[config.mk]
export PLATFORM = sky130hd
export DESIGN_NAME = reset_req_gen
export DESIGN_NICKNAME = d
export VERILOG_FILES = /design/src/rtl/reset_req_gen.sv
export SDC_FILE = /design/constraint.sdc
export NUM_CORES = 1
export LEC_CHECK = 0
export CAP_MARGIN = 20
export CORE_MARGIN = 10
export CORE_UTILIZATION = 47
export DETAILED_ROUTE_END_ITERATION = 8
export PLACE_DENSITY_LB_ADDON = 0.12
export SLEW_MARGIN = 20
export SYNTH_ARGS = -nofsm -noshare
export SYNTH_HDL_FRONTEND = slang
export SYNTH_SLANG_ARGS = --single-unit
[constraint.sdc]
create_clock -name clk -period 2.55 [get_ports clk]
set_clock_uncertainty 0.2 [all_clocks]
set_input_delay 0.51 -clock clk [delete_from_list [all_inputs] [get_ports clk]]
set_output_delay 0.51 -clock clk [all_outputs]
set_load 0.05 [all_outputs]
[src/rtl/reset_req_gen.sv]
// Reset-request source: turns a watchdog timeout or a key-qualified software
// request into one fixed-width active-low pulse on nRST_out, then a holdoff window.
module reset_req_gen #(
    parameter int unsigned WDT_W     = 16,
    parameter int unsigned PULSE_LEN = 16,
    parameter int unsigned HOLDOFF   = 8,
    parameter int unsigned CW        = 8,
    parameter logic [7:0]  SW_KEY    = 8'hA5
) (
    input  logic             clk,
    input  logic             rst_n,
    input  logic             wdt_en,
    input  logic             wdt_kick,
    input  logic [WDT_W-1:0] wdt_load,
    input  logic             sw_rst_req,
    input  logic [7:0]       sw_rst_key,
    output logic             nRST_out,
    output logic             busy,
    output logic [1:0]       cause,
    output logic             key_err,
    output logic [WDT_W-1:0] wdt_cnt
);

    typedef enum logic [1:0] {
        IDLE   = 2'd0,
        ASSERT = 2'd1,
        HOLD   = 2'd2
    } state_e;

    state_e            state_q, state_d;
    logic [CW-1:0]     cnt_p_q, cnt_p_d;
    logic              nrst_out_q, nrst_out_d;
    logic              busy_q, busy_d;
    logic [1:0]        cause_q, cause_d;
    logic              key_err_q, key_err_d;
    logic [WDT_W-1:0]  wdt_cnt_q, wdt_cnt_d;

    logic              wdt_trig;
    logic              sw_trig;
    logic              key_bad;

    // Watchdog: kick beats expiry; expiry reloads and fires for one cycle.
    always_comb begin
        wdt_cnt_d = wdt_cnt_q;
        wdt_trig  = 1'b0;
        if (!wdt_en || wdt_kick) begin
            wdt_cnt_d = wdt_load;
        end else if (wdt_cnt_q == '0) begin
            wdt_trig  = 1'b1;
            wdt_cnt_d = wdt_load;
        end else begin
            wdt_cnt_d = wdt_cnt_q - WDT_W'(1);
        end
    end

    assign sw_trig = sw_rst_req && (sw_rst_key == SW_KEY);
    assign key_bad = sw_rst_req && (sw_rst_key != SW_KEY);

    // Pulse sequencer; triggers outside IDLE are dropped.
    always_comb begin
        state_d    = state_q;
        cnt_p_d    = cnt_p_q;
        nrst_out_d = nrst_out_q;
        cause_d    = cause_q;
        key_err_d  = key_err_q | key_bad;

        unique case (state_q)
            IDLE: begin
                if (wdt_trig || sw_trig) begin
                    state_d    = ASSERT;
                    nrst_out_d = 1'b0;
                    cnt_p_d    = CW'(PULSE_LEN - 1);
                    if (cause_q == 2'b00) begin
                        cause_d = {sw_trig, wdt_trig};
                    end
                end
            end
            ASSERT: begin
                nrst_out_d = 1'b0;
                if (cnt_p_q == '0) begin
                    nrst_out_d = 1'b1;
                    if (HOLDOFF == 0) begin
                        state_d = IDLE;
                    end else begin
                        state_d = HOLD;
                        cnt_p_d = CW'(HOLDOFF - 1);
                    end
                end else begin
                    cnt_p_d = cnt_p_q - CW'(1);
                end
            end
            HOLD: begin
                if (cnt_p_q == '0) begin
                    state_d = IDLE;
                end else begin
                    cnt_p_d = cnt_p_q - CW'(1);
                end
            end
            default: begin
                state_d    = IDLE;
                nrst_out_d = 1'b1;
            end
        endcase

        busy_d = (state_d != IDLE);
    end

    always_ff @(posedge clk) begin
        if (!rst_n) begin
            state_q    <= IDLE;
            cnt_p_q    <= '0;
            nrst_out_q <= 1'b1;
            busy_q     <= 1'b0;
            cause_q    <= 2'b00;
            key_err_q  <= 1'b0;
            wdt_cnt_q  <= wdt_load;
        end else begin
            state_q    <= state_d;
            cnt_p_q    <= cnt_p_d;
            nrst_out_q <= nrst_out_d;
            busy_q     <= busy_d;
            cause_q    <= cause_d;
            key_err_q  <= key_err_d;
            wdt_cnt_q  <= wdt_cnt_d;
        end
    end

    assign nRST_out = nrst_out_q;
    assign busy     = busy_q;
    assign cause    = cause_q;
    assign key_err  = key_err_q;
    assign wdt_cnt  = wdt_cnt_q;

endmodule

==> impl_metrics.env <==
export IMPL_status="complete, no violations"
export IMPL_initial_utilization_pct=50.2
export IMPL_die_area_um2=6510
export IMPL_clk_pin_slew_worst_paths_ns=0.07
export IMPL_stdcell_area_um2=2430
export IMPL_endpoint="wdt_cnt[2]"
export IMPL_postRouteAntennaNets=0
export IMPL_cp_num_buf_inv=1
export IMPL_setup_slack_ns=0.259
export IMPL_clk_path_buf_depth=2
export IMPL_place_area_um2=2290
export IMPL_diodes=0
export IMPL_via_per_inst=5.48
export IMPL_crit_arrival_ns=1.58
export IMPL_synth_seq_cells=31
export IMPL_ff2ff_setup_slack_ns=0.27
export IMPL_finalMaxSlewViolations=0
export IMPL_fillers=270
export IMPL_r2r_end="cnt_p_q[7]"
export IMPL_final_setup_viol_count=0
export IMPL_cp_depth=1
export IMPL_min_period_ns=2.29
export IMPL_ys_seq_area_share_pct=35.9
export IMPL_hold_buffers=0
export IMPL_critical_path_class="reg -> out"
export IMPL_slew_headroom_pct=62.9
export IMPL_drt_wl_total_um=4680
export IMPL_synthTopCellsByCount="31 x dfxtp_1, 31 x nand2_1, 16 x o21ai_1"
export IMPL_hold_violations=0
export IMPL_num_vias=1687
export IMPL_avgSynthCellArea_um2=8.43
export IMPL_die_x_um=80.7
export IMPL_place_congestion=0.817
export IMPL_synth_top_area_share_pct=35.9
export IMPL_syn_num_nets=242
export IMPL_clock_root_buffer="clkbuf_8"
export IMPL_clock_sinks=31
export IMPL_grt_pass1_vias=1636
export IMPL_syn_inst=205
export IMPL_critPathLaunchType="flop"
export IMPL_drive_gt1_share_pct=9.54
export IMPL_grt_ovfl_total=0
export IMPL_antenna_found_initial=0
export IMPL_yosysWarnings=0
export IMPL_finalCritPeriodShare_pct=89.8
export IMPL_htreeDepth=2
export IMPL_crit_fanout=6
export IMPL_cp_startpoint="wdt_cnt[2]"
export IMPL_r2r_start="wdt_cnt[11]"
export IMPL_grt_first_pass_wirelength_um=7730
export IMPL_hpwl_um=3500
export IMPL_power_per_cell_area_nw_per_um2=532
export IMPL_p_leak_nw=0.969
export IMPL_fp_coreArea_um2=3440
export IMPL_num_rows=21
export IMPL_async_flop_share_pct=0
export IMPL_synthTopCellsByArea="dfxtp_1 36%, nand2_1 6.7%, ha_1 5.8%, o21ai_1 4.6%, xor2_1 4.1%"
export IMPL_hold_path_class="reg -> reg"
export IMPL_fin_util_pct=70.5
export IMPL_rsz0062_at_grt="no"
export IMPL_end_kind="primary output"
export IMPL_numCtsBuffers=5
export IMPL_wl_per_cell_um=15.2
export IMPL_io_buffer_count=49
export IMPL_crit_chain="clkdlybuf4s50_1"
export IMPL_post_place_ws_ns=-0.0737
export IMPL_fp_dieH_um=80.7
export IMPL_grt_max_degree=31
export IMPL_grt_usage_pct=14.7
export IMPL_worst_r2r_cell_count=5
export IMPL_ios=50
export IMPL_synth_cell_types=49
export IMPL_tns_ns=0
export IMPL_clk_latency_ns=0.29
export IMPL_area_growth_syn_to_layout_pct=40.4
export IMPL_nets=298
export IMPL_ys_flop_type="dfxtp_1"
export IMPL_crit_required_ns=1.84
export IMPL_cp_slowest_stage_delay_ns=0.85
export IMPL_cts_tree="yes"
export IMPL_maxCapViolations=0
export IMPL_max_freq_ghz=0.436
export IMPL_dr_pass1_iters=4
export IMPL_irDropWorstVdd_v=0.000359
export IMPL_drt_iter0_drc=84
export IMPL_postCtsSetupBuffers=0
export IMPL_synth_edff_count=0
export IMPL_cp_slowest_cell="clkdlybuf4s50_1"
export IMPL_netlist_area_um2=1730
export IMPL_drc_errors=0
export IMPL_tightest_slew_ns=0.556
export IMPL_crit_family="buffers and inverters"
export IMPL_synth_area_leader_cell="dfxtp_1"
kinds of logic after synthesis:
group	count (synthesis)	share of synthesized area (%)
AO/OA/AOI/OAI	52	19.8
XOR/XNOR	13	6.58
adder cells (fa/ha/maj)	8	5.79
buffers and inverters	15	3.76
flip-flops	31	35.9
multiplexers	1	0.579
AND/OR/NAND/NOR	85	27.6
where the power goes:
| group | internal (mW) | switching (mW) | total, mW |
|---|---|---|---|
| Clock | 0.316 | 0.198 | 0.514 |
| Combinational | 0.107 | 0.133 | 0.241 |
| Sequential | 0.507 | 0.0288 | 0.536 |
| Total | 0.930 | 0.360 | 1.29 |
routing by layer:
| metal | track usage, % | part of all wire, % |
|---|---|---|
| met1 | 18.7 | 47 |
| met3 | 5.90 | 8.5 |
| met5 | 0 | 0 |
| met2 | 22.4 | 43 |
| met4 | 4.15 | 1.2 |
stage by stage:
step                      std cells  hold WS (ns)  power [mW]
after floorplan                 205         0.268       0.681
after global placement          300         0.270       0.784
after detailed placement        300         0.282       0.787
after CTS                       308         0.297        1.29
after global routing            308         0.310        1.33
final                           308         0.289        1.29
how the worst min path moves through the flow:
stage / start / end / slack [ns] / depth (start not counted)
3_3_place_gp: key_err / key_err / 0.27 / 2
2_1_floorplan: cnt_p_q[4] / cnt_p_q[4] / 0.27 / 2
4_1_cts: key_err / key_err / 0.30 / 2
6_report: key_err / key_err / 0.29 / 2
5_1_grt: key_err / key_err / 0.31 / 2
3_5_place_dp: key_err / key_err / 0.28 / 2
layout by cell type, fill, tap and decap left out, types with 3 or more instances in the layout:
cell type and n:
buf_4 7, o21ai_0 4, and3_1 5, nor4_1 3
clkdlybuf4s50_1 49, a21oi_1 8, o31ai_1 3, xor2_1 8
o211ai_1 4, dfxtp_1 31, xnor2_1 5, nand4_1 4
nand2_1 31, inv_1 8, ha_1 8, nor4b_1 3
o21ai_1 16, clkbuf_8 6, nor2_1 11, nand2b_1 3
nor3_1 5
what timing repair did:
action,in CTS,in global routing
resized for setup,0,2
endpoints found under the setup margin,0,4
endpoints found under the hold margin,0,0
registers in the layout, summed over array words and instances (netlist names):
signal and cells:
wdt_cnt 16, cnt_p_q 8, cause 2, state_q 2
busy 1, key_err 1, nRST_out 1
final cells by class:
type	count	area [um2]	share of cell area [%]
timing repair buffer	56	543	22.4
sequential	31	621	25.6
inverter	8	30.0	1.24
multi-input combinational	159	1060	43.6
tap	46	57.6	2.37
clock buffer	6	82.6	3.40
clock inverter	2	35.0	1.44
Note: power is estimated with default switching activity, not from simulation.
